==> src/rtl/render_matrix_scheduler.sv <==
// render_matrix_scheduler
//   Arbitrates two matrix sources (0: host/UART loader, 1: animation engine)
//   for the renderer's 256-bit vertex-matrix bus and 4-bit matrix state.
//   The granted source streams WORDS Q1.10.5 words into a staging buffer.
//   The staged matrix is committed to mtrx_out/state_out only at the start of
//   vertical blanking, so a frame never shows a half-updated matrix.
//   Optional build macro RENDER_IDENTITY_ON_RESET_EN: mtrx_out resets to the
//   Q1.10.5 identity matrix and state_out resets to 4'h1.
module render_matrix_scheduler #(
  parameter int unsigned WORDS    = 16,
  parameter int unsigned DATA_W   = 16,
  parameter int unsigned V_ACTIVE = 480
) (
  input  logic                      CLK,
  input  logic                      rst,
  input  logic [9:0]                v_cnt,
  input  logic [1:0]                req,
  input  logic [1:0]                wr_valid,
  input  logic [DATA_W-1:0]         wr_data0,
  input  logic [DATA_W-1:0]         wr_data1,
  input  logic [3:0]                wr_state0,
  input  logic [3:0]                wr_state1,
  output logic [1:0]                gnt,
  output logic [1:0]                wr_ready,
  output logic [WORDS*DATA_W-1:0]   mtrx_out,
  output logic [3:0]                state_out,
  output logic                      commit_pulse,
  output logic                      busy,
  output logic                      load_err
);

  localparam int unsigned MW = WORDS * DATA_W;
  localparam int unsigned CW = $clog2(WORDS);
  localparam logic [CW-1:0] LAST_WORD = CW'(WORDS - 1);
  localparam logic [9:0]    VBL_LINE  = 10'(V_ACTIVE);

`ifdef RENDER_IDENTITY_ON_RESET_EN
  // Column-major 4x4: word k sits at row k%4, column k/4; 1.0 in Q1.10.5 is 32.
  function automatic logic [MW-1:0] identity_mtrx();
    logic [MW-1:0] m;
    m = '0;
    for (int unsigned k = 0; k < WORDS; k++) begin
      if ((k % 4) == (k / 4))
        m[MW-1-k*DATA_W -: DATA_W] = DATA_W'(32);
    end
    return m;
  endfunction

  localparam logic [MW-1:0] RST_MTRX  = identity_mtrx();
  localparam logic [3:0]    RST_STATE = 4'h1;
`else
  localparam logic [MW-1:0] RST_MTRX  = '0;
  localparam logic [3:0]    RST_STATE = 4'h0;
`endif

  typedef enum logic [1:0] {
    S_IDLE,
    S_LOAD,
    S_PEND
  } state_t;

  state_t            state;
  logic [CW-1:0]     word_cnt;
  logic [MW-1:0]     stage;
  logic [3:0]        stage_state;
  logic              rr_prio;      // requester that wins the next contention
  logic [9:0]        v_cnt_q;

  logic              vblank_start;
  logic              gsel;
  logic              pick;
  logic [DATA_W-1:0] cur_data;
  logic [3:0]        cur_state;
  logic              cur_req;
  logic              xfer;

  // Previous vertical count, used to detect the first line of blanking.
  always_ff @(posedge CLK or negedge rst) begin
    if (!rst) v_cnt_q <= '0;
    else      v_cnt_q <= v_cnt;
  end

  // Grant selection, granted-source muxing and handshake decode.
  always_comb begin
    vblank_start = (v_cnt == VBL_LINE) && (v_cnt_q != VBL_LINE);
    gsel         = gnt[1];
    pick         = (req == 2'b11) ? rr_prio : req[1];
    cur_data     = gsel ? wr_data1  : wr_data0;
    cur_state    = gsel ? wr_state1 : wr_state0;
    cur_req      = gsel ? req[1]    : req[0];
    wr_ready     = (state == S_LOAD) ? gnt : 2'b00;
    xfer         = gsel ? (wr_valid[1] && wr_ready[1]) : (wr_valid[0] && wr_ready[0]);
    busy         = (state != S_IDLE);
  end

  // Arbitration / load / commit state machine with registered outputs.
  always_ff @(posedge CLK or negedge rst) begin
    if (!rst) begin
      state        <= S_IDLE;
      word_cnt     <= '0;
      stage        <= '0;
      stage_state  <= '0;
      rr_prio      <= 1'b0;
      gnt          <= '0;
      mtrx_out     <= RST_MTRX;
      state_out    <= RST_STATE;
      commit_pulse <= 1'b0;
      load_err     <= 1'b0;
    end else begin
      commit_pulse <= 1'b0;
      case (state)
        S_IDLE: begin
          if (req != 2'b00) begin
            gnt      <= pick ? 2'b10 : 2'b01;
            rr_prio  <= ~pick;
            word_cnt <= '0;
            state    <= S_LOAD;
          end
        end

        S_LOAD: begin
          // A dropped request wins over a word offered in the same cycle.
          if (!cur_req) begin
            gnt      <= '0;
            load_err <= 1'b1;
            word_cnt <= '0;
            stage    <= '0;
            state    <= S_IDLE;
          end else if (xfer) begin
            for (int unsigned k = 0; k < WORDS; k++) begin
              if (word_cnt == CW'(k))
                stage[MW-1-k*DATA_W -: DATA_W] <= cur_data;
            end
            if (word_cnt == '0)
              stage_state <= cur_state;
            if (word_cnt == LAST_WORD) begin
              gnt      <= '0;
              word_cnt <= '0;
              state    <= S_PEND;
            end else begin
              word_cnt <= word_cnt + 1'b1;
            end
          end
        end

        S_PEND: begin
          if (vblank_start) begin
            mtrx_out     <= stage;
            state_out    <= stage_state;
            commit_pulse <= 1'b1;
            state        <= S_IDLE;
          end
        end

        default: state <= S_IDLE;
      endcase
    end
  end

endmodule

==> config.mk <==
export PLATFORM = sky130hd
export DESIGN_NAME = render_matrix_scheduler
export DESIGN_NICKNAME = d
export VERILOG_FILES = /design/src/rtl/render_matrix_scheduler.sv
export SDC_FILE = /design/constraint.sdc
export NUM_CORES = 1
export LEC_CHECK = 0
export CAP_MARGIN = 20
export CORE_ASPECT_RATIO = 2
export CORE_MARGIN = 2
export CORE_UTILIZATION = 35
export DETAILED_ROUTE_END_ITERATION = 12
export PLACE_DENSITY_LB_ADDON = 0.05
export REMOVE_ABC_BUFFERS = 1
export SLEW_MARGIN = 10
export SYNTH_ARGS = -nofsm -noshare
export SYNTH_HDL_FRONTEND = slang
export SYNTH_SLANG_ARGS = --single-unit
export TNS_END_PERCENT = 50
==> constraint.sdc <==
create_clock -name CLK -period 4.1 [get_ports CLK]
set_input_delay 0.615 -clock CLK [delete_from_list [all_inputs] [get_ports CLK]]
set_output_delay 0.615 -clock CLK [all_outputs]
set_load 0.005 [all_outputs]
==> impl_metrics.env <==
export IMPL_leakage_nw=12.8
export IMPL_cts_htree_levels=2
export IMPL_fin_skew_ns=0.0244
export IMPL_synth_mux_area_fraction=0.186
export IMPL_period_share=0.747
export IMPL_post_route_drc_count=0
export IMPL_report_final_hold_viol_count=4
export IMPL_grtUsageTotal=0.191
export IMPL_worst_ep_arrival_time_ns=2.45
export IMPL_synth_distinct_cells=42
export IMPL_synthArstFlopShare=1.00
export IMPL_routabilityCongestion=0.749
export IMPL_synth_top_area_cell="dfrtp_1"
export IMPL_synth_edf_count=0
export IMPL_reg2reg_from="gnt[1]$_DFFE_PN0P_"
export IMPL_synthesis_area_um2=21300
export IMPL_clk_path_buf_depth=3
export IMPL_tightest_slew_ns=1.00
export IMPL_dp_cells=2569
export IMPL_final_util=0.448
export IMPL_max_freq_ghz=0.327
export IMPL_vdd_drop_max_uv=262
export IMPL_ys_warn_count=0
export IMPL_syn2layout_area_growth_pct=27.1
export IMPL_yosysSeqAreaShare=0.634
export IMPL_status="finished, violations left"
export IMPL_routed_via_density=5.01
export IMPL_setup_viol=0
export IMPL_crit_path_end_kind="output port"
export IMPL_power_density_nw_per_um2=437
export IMPL_critPathLaunch="gnt[1]$_DFFE_PN0P_"
export IMPL_synthTopCellsByArea="dfrtp_1 (63%), mux2_4 (14%), nand3_1 (5.7%)"
export IMPL_worst_setup_path_start_kind="flip-flop"
export IMPL_grt_pass1_wl_mm=90.8
export IMPL_clock_latency_ns=0.59
export IMPL_setup_worst_path_class="reg2out"
export IMPL_slew_headroom=0.332
export IMPL_cts_tree="built"
export IMPL_routedWlPerCell_um=22.4
export IMPL_yosys_area_share_adder=0.00234
export IMPL_layout_nets=1901
export IMPL_die_h_um=353
export IMPL_overflow=0
export IMPL_synth_seq_cells=541
export IMPL_violations="negative hold slack"
export IMPL_drive_gt1_frac=0.231
export IMPL_rr_worst_depth=6
export IMPL_ff2ff_setup_slack_ns=1.42
export IMPL_dp_hpwl_mm=36.8
export IMPL_final_cell_count_no_fill=2657
export IMPL_cts_buffers=49
export IMPL_vias=13300
export IMPL_grt_pass1_vias=13900
export IMPL_cts_sinks=541
export IMPL_max_cap_viol_count=0
export IMPL_clk_pin_slew_worst_paths_ns=0.07
export IMPL_start_util=0.353
export IMPL_path_max_fanout=18
export IMPL_holdWs_ns=-0.0144
export IMPL_firstDrtPassIters=5
export IMPL_synth_xor_area_frac=0
export IMPL_synth_compound_area_frac=0.0746
export IMPL_synth_top_area_share=0.634
export IMPL_antenna_found_initial=3
export IMPL_slew_violations=0
export IMPL_timing_rr_end="stage_state[0]$_DFFE_PN0P_"
export IMPL_rows=128
export IMPL_core_um2=60500
export IMPL_min_path_type="in2async"
export IMPL_synthCells=1553
export IMPL_grt_max_degree=109
export IMPL_post_cts_setup_buffer_count=0
export IMPL_routed_wl_mm=59.6
export IMPL_rsz0062_at_grt="false"
export IMPL_synth_avg_cell_area_um2=13.7
export IMPL_io_pins=323
export IMPL_cts_resized=0
export IMPL_yosys_area_share_simple=0.0700
export IMPL_cts_hold_buf=0
export IMPL_die_w_um=179
export IMPL_period_minus_slack_ns=3.06
export IMPL_ys_flop_type="dfrtp_1"
export IMPL_cts_root_buf="clkbuf_16"
export IMPL_drt_iter0_drc=717
export IMPL_cp_required_ns=3.48
export IMPL_portBuffers=322
export IMPL_final_antenna_net_count=0
export IMPL_synth_top_family_by_area="multiplexers"
export IMPL_endpoint="wr_ready[1]"
export IMPL_die_area_um2=63100
## per-layer routing
metal,global-route usage,part of all wire
met5,0,0.00015
met2,0.287,0.44
met3,0.0560,0.080
met1,0.271,0.46
met4,0.0459,0.019
## synthesized netlist by cell type (2+ instances only)
library cell / count
nand2_1: 21
dfrtp_1: 541
nor2_1: 5
buf_6: 22
a211o_1: 2
buf_2: 8
o2bb2ai_1: 17
nand3_1: 242
inv_1: 6
o2111ai_1: 15
ha_1: 4
a21oi_1: 2
nor4_1: 2
o21ai_0: 242
and2_1: 4
nor3_1: 5
mux2_2: 85
mux2i_1: 2
mux2_4: 200
buf_1: 4
clkbuf_1: 98
o211ai_1: 2
nor3b_1: 2
nor2b_1: 4
## cells by family after synthesis
kind of cell	after synthesis
buf+inv	138
simple gates	295
flops	541
compound gates	288
fa+ha+maj	4
mux	287
## area by class of cell
class	instances	area [um2]
antenna	1	2.50
clock buffer	69	1460
clock inverter	17	148
fill	5505	33400
inverter	6	22.5
multi-input combinational	874	7310
sequential	541	13500
tap	780	976
timing repair buffer	369	3680
## through the flow
step | hold slack [ns] | power, mW | TNS (ns) | setup slack [ns] | cell area [um2]
after floorplan | 0.319 | 6.28 | -1901.23 | -6.09 | 20700
after global placement | 0.448 | 7.29 | 0 | 1.02 | 25500
after detailed placement | 0.472 | 7.32 | 0 | 0.993 | 25500
after CTS | 0.0324 | 12.1 | 0 | 1.01 | 27100
after global routing | 0.0354 | 12.4 | 0 | 0.981 | 27100
final | -0.0144 | 11.9 | 0 | 1.04 | 27100
## registers in the layout (all words and copies together) (netlist names)
signal,cells
load_err,1
commit_pulse,1
word_cnt,4
rr_prio,1
state,2
gnt,2
stage_state,4
mtrx_out,256
state_out,4
stage,256
v_cnt_q,10
## worst min path at each step
| stage | to | slack, ns | from |
|---|---|---|---|
| floorplan | commit_pulse$_DFF_PN0_ | 0.32 | rst |
| detailed placement | load_err$_DFFE_PN0P_ | 0.47 | load_err$_DFFE_PN0P_ |
| global placement | load_err$_DFFE_PN0P_ | 0.45 | load_err$_DFFE_PN0P_ |
| CTS | mtrx_out[55]$_DFFE_PN0P_ | 0.03 | rst |
| global route | mtrx_out[55]$_DFFE_PN0P_ | 0.04 | rst |
| finish | mtrx_out[55]$_DFFE_PN0P_ | -0.01 | rst |
## worst max-delay path, stage by stage, from the launching register on
cell             delay, ns
dfrtp_1               0.72
buf_4                 0.38
and2_1                0.17
clkdlybuf4s50_1       0.60
## where the power goes
group / internal, mW / switching, mW / total [mW]
Sequential: 5.46 / 0.0983 / 5.56
Combinational: 0.395 / 1.23 / 1.62
Clock: 2.61 / 2.06 / 4.67
## placed cells by master, fill, tap and decap left out, types with 3 or more instances in the layout
| cell | instances |
|---|---|
| and2_1 | 4 |
| buf_12 | 7 |
| buf_4 | 39 |
| clkbuf_1 | 6 |
| clkbuf_16 | 51 |
| clkbuf_8 | 12 |
| clkdlybuf4s50_1 | 321 |
| clkinv_2 | 11 |
| dfrtp_1 | 541 |
| ha_1 | 4 |
| inv_1 | 6 |
| mux2_2 | 85 |
| mux2_4 | 200 |
| nand2_1 | 20 |
| nand3_1 | 242 |
| nor2_1 | 5 |
| nor2b_1 | 3 |
| nor3_1 | 5 |
| o2111ai_2 | 7 |
| o2111ai_4 | 8 |
| o21ai_0 | 242 |
| o2bb2ai_1 | 17 |
Power figures use the tool's default switching activity.
